[src/rtl/mioc_pkg.sv]
// Shared definitions for the memory/IO controller: bus widths, FSM
// state encodings, request kinds and the request-priority helper.
package mioc_pkg;

   localparam int                RegBus          = 32;
   localparam logic [RegBus-1:0] ZeroWord        = 32'h0000_0000;
   localparam logic [31:0]       MIOC_IO_BASE    = 32'hFFFF_F000;
   localparam int                MIOC_TO_DEFAULT = 255;

   typedef enum logic [2:0] {
      ST_IDLE    = 3'd0,
      ST_RAM_ACC = 3'd1,
      ST_RAM_CAP = 3'd2,
      ST_IO_WAIT = 3'd3,
      ST_DONE    = 3'd4
   } mioc_state_t;

   typedef enum logic [1:0] {
      K_RAM_RD = 2'd0,
      K_RAM_WR = 2'd1,
      K_IO_RD  = 2'd2,
      K_IO_WR  = 2'd3
   } mioc_kind_t;

   // Resolves simultaneous strobes: io_r > io_w > mr > mw.
   function automatic mioc_kind_t mioc_pick(input logic io_r, input logic io_w,
                                            input logic mr);
      mioc_kind_t k;
      if (io_r) begin
         k = K_IO_RD;
      end else if (io_w) begin
         k = K_IO_WR;
      end else if (mr) begin
         k = K_RAM_RD;
      end else begin
         k = K_RAM_WR;
      end
      return k;
   endfunction

   function automatic logic mioc_is_io(input mioc_kind_t k);
      return (k == K_IO_RD) || (k == K_IO_WR);
   endfunction

endpackage

[src/rtl/mioc_io_timer.sv]
// IO wait-cycle counter. expired is high during the TIMEOUT-th
// consecutive enabled cycle, i.e. the last cycle an ack is still accepted.
module mioc_io_timer
   import mioc_pkg::*;
#(
   parameter int TIMEOUT = MIOC_TO_DEFAULT,
   parameter int TO_W    = 8
) (
   input  logic clk,
   input  logic rst,
   input  logic clr,
   input  logic en,
   output logic expired
);

   logic [TO_W-1:0] cnt;

   // Count enabled cycles; cleared whenever the controller leaves IO_WAIT.
   always_ff @(posedge clk) begin
      if (rst || clr) begin
         cnt <= {TO_W{1'b0}};
      end else if (en) begin
         cnt <= cnt + {{(TO_W-1){1'b0}}, 1'b1};
      end
   end

   assign expired = en && (cnt == TO_W'(TIMEOUT - 1));

endmodule

[src/rtl/mioc_ctrl.sv]
// Memory/IO controller: routes writeback-stage requests to the data RAM
// or the IO bus, stalls the pipeline while the access is in flight and
// returns load data on rm_idata.
module mioc_ctrl
   import mioc_pkg::*;
#(
   parameter int RAM_AW  = 10,
   parameter int TIMEOUT = MIOC_TO_DEFAULT,
   parameter int TO_W    = 8
) (
   input  logic              clk,
   input  logic              rst,
   input  logic              mr,
   input  logic              mw,
   input  logic              io_r,
   input  logic              io_w,
   input  logic [31:0]       m_iaddr,
   input  logic [31:0]       wm_idata,
   output logic [31:0]       rm_idata,
   output logic              stall_o,
   output logic              ram_en,
   output logic              ram_we,
   output logic [RAM_AW-1:0] ram_addr,
   output logic [31:0]       ram_wdata,
   input  logic [31:0]       ram_rdata,
   output logic              io_req,
   output logic              io_we,
   output logic [31:0]       io_addr,
   output logic [31:0]       io_wdata,
   input  logic [31:0]       io_rdata,
   input  logic              io_ack,
   output logic              io_err
);

   mioc_state_t state, next_state;
   mioc_kind_t  kind, pick;
   logic [31:0] addr_q, wdata_q, rdata_q;
   logic        err_q, any_req, in_wait, expired;

   assign any_req = mr | mw | io_r | io_w;
   assign pick    = mioc_pick(io_r, io_w, mr);
   assign in_wait = (state == ST_IO_WAIT);

   mioc_io_timer #(.TIMEOUT(TIMEOUT), .TO_W(TO_W)) u_timer (
      .clk     (clk),
      .rst     (rst),
      .clr     (!in_wait),
      .en      (in_wait),
      .expired (expired)
   );

   // State register.
   always_ff @(posedge clk) begin
      if (rst) begin
         state <= ST_IDLE;
      end else begin
         state <= next_state;
      end
   end

   // Next-state decode.
   always_comb begin
      next_state = state;
      case (state)
         ST_IDLE: begin
            if (any_req) begin
               next_state = mioc_is_io(pick) ? ST_IO_WAIT : ST_RAM_ACC;
            end else begin
               next_state = ST_IDLE;
            end
         end
         ST_RAM_ACC: next_state = (kind == K_RAM_RD) ? ST_RAM_CAP : ST_DONE;
         ST_RAM_CAP: next_state = ST_DONE;
         ST_IO_WAIT: begin
            if (io_ack || expired) begin
               next_state = ST_DONE;
            end else begin
               next_state = ST_IO_WAIT;
            end
         end
         ST_DONE: next_state = ST_IDLE;
         default: next_state = ST_IDLE;
      endcase
   end

   // Latch the accepted request (kind, address, store data) in IDLE.
   always_ff @(posedge clk) begin
      if (rst) begin
         kind    <= K_RAM_RD;
         addr_q  <= ZeroWord;
         wdata_q <= ZeroWord;
      end else if ((state == ST_IDLE) && any_req) begin
         kind    <= pick;
         addr_q  <= m_iaddr;
         wdata_q <= wm_idata;
      end
   end

   // Load-data capture and sticky timeout flag.
   always_ff @(posedge clk) begin
      if (rst) begin
         rdata_q <= ZeroWord;
         err_q   <= 1'b0;
      end else begin
         case (state)
            ST_RAM_CAP: rdata_q <= ram_rdata;
            ST_IO_WAIT: begin
               if (io_ack) begin
                  if (kind == K_IO_RD) rdata_q <= io_rdata;
               end else if (expired) begin
                  if (kind == K_IO_RD) rdata_q <= ZeroWord;
                  err_q <= 1'b1;
               end
            end
            default: ;
         endcase
      end
   end

   // Output decode; the RAM strobes are also gated by rst so that a reset
   // during RAM_ACC never commits a write.
   always_comb begin
      stall_o   = 1'b0;
      ram_en    = 1'b0;
      ram_we    = 1'b0;
      ram_addr  = {RAM_AW{1'b0}};
      ram_wdata = ZeroWord;
      io_req    = 1'b0;
      io_we     = 1'b0;
      io_addr   = ZeroWord;
      io_wdata  = ZeroWord;
      case (state)
         ST_IDLE:    stall_o = any_req & ~rst;
         ST_RAM_ACC: begin
            stall_o  = ~rst;
            ram_en   = ~rst;
            ram_we   = ~rst & (kind == K_RAM_WR);
            ram_addr = addr_q[RAM_AW+1:2];
            if (kind == K_RAM_WR) begin
               ram_wdata = wdata_q;
            end else begin
               ram_wdata = ZeroWord;
            end
         end
         ST_RAM_CAP: stall_o = ~rst;
         ST_IO_WAIT: begin
            stall_o = ~rst;
            io_req  = 1'b1;
            io_we   = (kind == K_IO_WR);
            io_addr = addr_q;
            if (kind == K_IO_WR) begin
               io_wdata = wdata_q;
            end else begin
               io_wdata = ZeroWord;
            end
         end
         default: stall_o = 1'b0;
      endcase
   end

   assign rm_idata = rdata_q;
   assign io_err   = err_q;

endmodule

[config.mk]
export PLATFORM = sky130hd
export DESIGN_NAME = mioc_ctrl
export DESIGN_NICKNAME = d
export VERILOG_FILES = /design/src/rtl/mioc_pkg.sv /design/src/rtl/mioc_io_timer.sv /design/src/rtl/mioc_ctrl.sv
export SDC_FILE = /design/constraint.sdc
export NUM_CORES = 1
export LEC_CHECK = 0
export CORE_ASPECT_RATIO = 1.2
export CORE_MARGIN = 2
export CORE_UTILIZATION = 43
export CTS_CLUSTER_SIZE = 20
export DETAILED_ROUTE_END_ITERATION = 12
export GPL_ROUTABILITY_DRIVEN = 0
export PLACE_DENSITY = 0.86
export SLEW_MARGIN = 20
export SYNTH_ARGS = -nofsm -noshare
export SYNTH_HDL_FRONTEND = slang
export SYNTH_SLANG_ARGS = --single-unit
[constraint.sdc]
create_clock -name clk -period 2.6 [get_ports clk]
set_input_delay 0.26 -clock clk [delete_from_list [all_inputs] [get_ports clk]]
set_output_delay 0.26 -clock clk [all_outputs]
set_load 0.1 [all_outputs]
Word level (Yosys, flattened, before mapping) --
Index checks and enable logic that the tools add are counted.
Storage, ports and cells: register bits 110, input bits 135, output and inout bits 144, word-level logic and storage cells 62
Operators by class: add/sub/neg operators 1, equal/unequal tests 11, mux-type cells 24, bitwise gates (word level) 7, reduce and logical (&&, ||, !) cells 12
Operators by type and width (count):
- $mux 32 | 9
- $pmux 32 s2 | 1
- $pmux 3 s4 | 1
- $mux 10 | 1
- $add 8x1->8 const B | 1
- $eq 2x2->1 const B | 4
- $eq 8x8->1 const B | 1
- $mux 2 | 4
- $eq 3x2->1 const B | 2
- $mux 3 | 2
- $reduce_and 3->1 | 2
- $mux 1 | 5
- $eq 3x1->1 const B | 1
- $logic_not 3->1 | 1
- $logic_or 1x1->1 | 3
- $ne 3x2->1 const B | 1
- $or 1x1->1 | 3
- $reduce_or 3->1 | 1
- $and 1x1->1 | 2
- $eq 2x1->1 const B | 1
- $logic_and 1x1->1 | 2
- $logic_not 2->1 | 1
- $ne 2x1->1 const B | 1
- $not 1->1 | 2
- other kinds (3) | 3

Logic depth before layout (Yosys ltp) --
Gate-level depths: netlist (run 1).
depth in word-level cells 8, gate-level depth with buffers 7

Hierarchy --
From an unflattened synthesis (run 1), not the netlist that was laid out.
Unflattened totals: cells, all modules 745, area, all modules 6028.3 sq um
Modules (own cells, without submodules):
- mioc_ctrl | times used 1, cells an instance 703, area an instance 5659.2 sq um
- mioc_io_timer | times used 1, cells an instance 42, area an instance 369.1 sq um

Worst setup path before layout (run 1) --
Ideal clock, no wire load.
kind input port to output port, start input port rst, end output port ram_en, arrival 2.719 ns, data required time 2.340 ns, slack -0.379 ns, stages on the path 3, path buffers 2, cells stage by stage clkbuf_1 -> clkbuf_1 -> nor3_1
Between the ends: longest elaborated chain between the ends 2
Ends and longest elaborated chain:
- from (decl) | RTL line mioc_ctrl.sv:12 | input logic rst,
- $not 1->1 | RTL line mioc_ctrl.sv:136 | ram_en = ~rst;
- $mux 1 | RTL line mioc_ctrl.sv:132 | case (state)
- to (decl) | RTL line mioc_ctrl.sv:21 | output logic ram_en,
Every way passes these cells.

Worst setup path in the final report (run 1) --
start register state[0], end output port ram_we
Between the ends: longest elaborated chain between the ends 2
Ends and longest elaborated chain:
- from (decl) | RTL line mioc_ctrl.sv:35 | mioc_state_t state, next_state;
- from (signal assigned) | RTL line mioc_ctrl.sv:57 | state <= next_state;
- $eq 3x1->1 | RTL line mioc_ctrl.sv:132
- $mux 1 | RTL line mioc_ctrl.sv:132
- to (decl) | RTL line mioc_ctrl.sv:22 | output logic ram_we,
Every way passes these cells.

==> impl_metrics.ini, run 1 <==
[run_status]
outcome = finished, final reports clean

[power_and_ir_drop]
p_sw_frac = 0.474
p_int_w = 0.00437
pwr-share-clk = 0.177
ir_worst_vdd_mv = 0.497
power_density_nw_per_um2 = 873
power.switching_w = 0.00395
comb_power_share = 0.518
pwr-share-seq = 0.305
power.leakage_nw = 3.75

[critical_path]
cp_top_family = simple AND/OR/NAND/NOR gates
crit_fanout = 33
crit_arrival_ns = 2.07
crit_chain = nand2b_1 > nor4b_4 > buf_4 > nor2b_1 > buf_12
slowest_stage = dfxtp_2
max_stage_delay_ns = 0.49
crit_buf_inv = 2
required_ns = 2.34
critical_path_class = register to output port
r2r_slack_ns = 0.66
critPathCaptureType = output port
worstSetupStartpointType = register

[clocking]
cts_setup_buffers = 0
cts_tree = built
hold_buffers = 0
cts_buffers = 9
clkSlewWorstSetupHoldPaths_ns = 0.07
insertion_delay_ns = 0.35
clockBufferDepth = 2
cts_htree_levels = 3
cts.root.buffer_cell = clkbuf_16
cts_sinks = 110

[sta]
skew_ns = 0.00790
slew_headroom = 0.642
rsz0062_at_grt = false
hold_violations = 0
worstMarginPinSlew_ns = 0.538
fin_crit_sh = 0.895
whs_ns = 0.405
timing.setup.tns_ns = 0
fin_crit_ns = 2.33
setup_ws_ns = 0.274
finalSetupViolCount = 0
fmaxAchievable_mhz = 430
slew_violations = 0

[final_layout]
drive_gt1_frac = 0.187
fin_nets = 1109
areaGrowthSynthToFinish_pct = 78.9
final_area_um2 = 9540
fin_util = 0.787
diodes = 0

[placed_design]
placed_area_um2 = 9220
port_buffers = 278
hpwl_um = 13800
pre_cts_ws_ns = 0.230

[logic_synthesis]
syn_area_um2 = 5330
ys_seq_area_frac = 0.413
postSynthNetCount = 864
syn_avg_cell_area_um2 = 7.33
synth_edf_count = 0
synth_cell_types = 29
synth_flop_cell = dfxtp_1
synth.ff_latch_count = 110
ys_warn_count = 0
synth_cells = 727
async_flop_share = 0

[grt]
grt_pass1_vias = 5748
antenna_found_initial = 0
grt_overflow = 0
grt_usage = 0.280
grt_pass1_wl_um = 29800
grt_max_degree = 57

[route]
wl_met2_um = 9300
drc = 0
drt-met1-wl_um = 7060
highest_layer = met4
drt_iter0_markers = 323
firstDrtPassIters = 4
vias_per_cell = 5.09
wl_per_cell_um = 16.5
drtAntennaViolNets = 0
wl_met3_um = 1720
routed_wl_um = 18800
num_vias = 5790

[die]
row_count = 44
start_util = 0.440
coreArea_um2 = 12100
die-area_um2 = 13300
dieHeight_um = 126
ioPinCount = 279
die_w_um = 106

[run]
max_cap_violations = 0

[worst_hold_path]
hold_class = primary input to register
## synth_stat cells (2+ instances only)
cell	instances	area (um2)
a21oi_1	107	536
and2_1	106	663
and3_1	2	12.5
buf_1	2	7.51
buf_2	9	45.0
buf_4	12	90.1
clkbuf_1	35	131
dfxtp_1	110	2200
ha_1	2	25.0
inv_1	3	11.3
nand2_1	166	623
nand2b_1	68	425
nand3_1	37	185
nor2_1	13	48.8
nor2b_1	2	12.5
nor3_1	2	10.0
o21ai_0	6	30.0
o21ai_1	30	150
or2_2	2	12.5
or3_1	2	12.5
xor2_1	3	26.3
## cell usage in the layout (no fill, tap or decap), types with 6 or more instances in the layout
cell type          n
buf_12           112
dfxtp_1          109
buf_4             47
clkdlybuf4s50_1  133
o21ai_1           30
and2_1           106
o21ai_0            6
nand2_1          166
nand2b_1          67
a21oi_1          105
clkbuf_16          9
nand3_1           37
nor2_1            13
## final timing paths
path              from      endpoint  cells past startpoint
max           state[0]        ram_we                      5
min                rst    wdata_q[1]                      2
max reg2reg   state[2]  rm_idata[31]                      6
min reg2reg  addr_q[0]     addr_q[0]                      2
## sequential cells by signal, summed over array words and instances, names as in the netlist
name and count:
addr_q 32, io_err 1, kind 2, rm_idata 32, state 3, u_timer.cnt 8
wdata_q 32
## per-layer routing
layer / track usage / up-vias
met5: 0 / -
met4: 0.143 / 0
met3: 0.0859 / 47
met2: 0.485 / 257
met1: 0.307 / 2662
li1: - / 2824
## power groups by stage
| stage | combinational [W] | sequential [W] | clock (W) |
|---|---|---|---|
| 3_5_place_dp | 0.00429 | 0.00256 | 0 |
| 6_report | 0.00431 | 0.00254 | 0.00147 |
| 2_1_floorplan | 0.00228 | 0.00329 | 0 |
| 4_1_cts | 0.00433 | 0.00254 | 0.00150 |
| 5_1_grt | 0.00460 | 0.00260 | 0.00156 |
| 3_3_place_gp | 0.00422 | 0.00252 | 0 |
## worst register-to-register path, cell delays in order (launching register included)
cell,delay [ns]
dfxtp_1,0.49
and3b_1,0.23
buf_4,0.24
and2b_1,0.24
a21boi_2,0.13
buf_4,0.33
o21ai_0,0.16
## per-stage QoR
stage	power, W	cells
2_1_floorplan	0.00558	727
3_3_place_gp	0.00674	1122
3_5_place_dp	0.00684	1122
4_1_cts	0.00836	1138
5_1_grt	0.00876	1138
6_report	0.00832	1138
## kinds of logic (layout without fill, tap and decap cells)
group	Yosys count	count (layout)	share of synthesized area
buffers and inverters	61	311	0.0535
flip-flops	110	110	0.413
AO/OA/AOI/OAI	145	145	0.138
adder cells (fa/ha/maj)	2	2	0.00469
XOR/XNOR	4	4	0.00657
AND/OR/NAND/NOR	405	405	0.385
## final cells by class
cell class,instances,area [um2]
clock buffer,13,250
clock inverter,3,67.6
fill,759,2580
inverter,3,11.3
multi-input combinational,556,2880
sequential,110,2200
tap,161,201
timing repair buffer,292,3930
## what timing repair did
action | 4_1_cts | 5_1_grt
gates resized for setup | 1 | 0
setup endpoints to repair | 32 | 0
endpoints found under the hold margin | 0 | 0
Note: power is estimated with default switching activity, not from simulation.
==> run 2, diff against run 1 <==
Settings changed: GPL_ROUTABILITY_DRIVEN 0 to not set.
==> results of run 2 <==
Same layout as run 1: the final DEF is identical, and so are final timing and power.
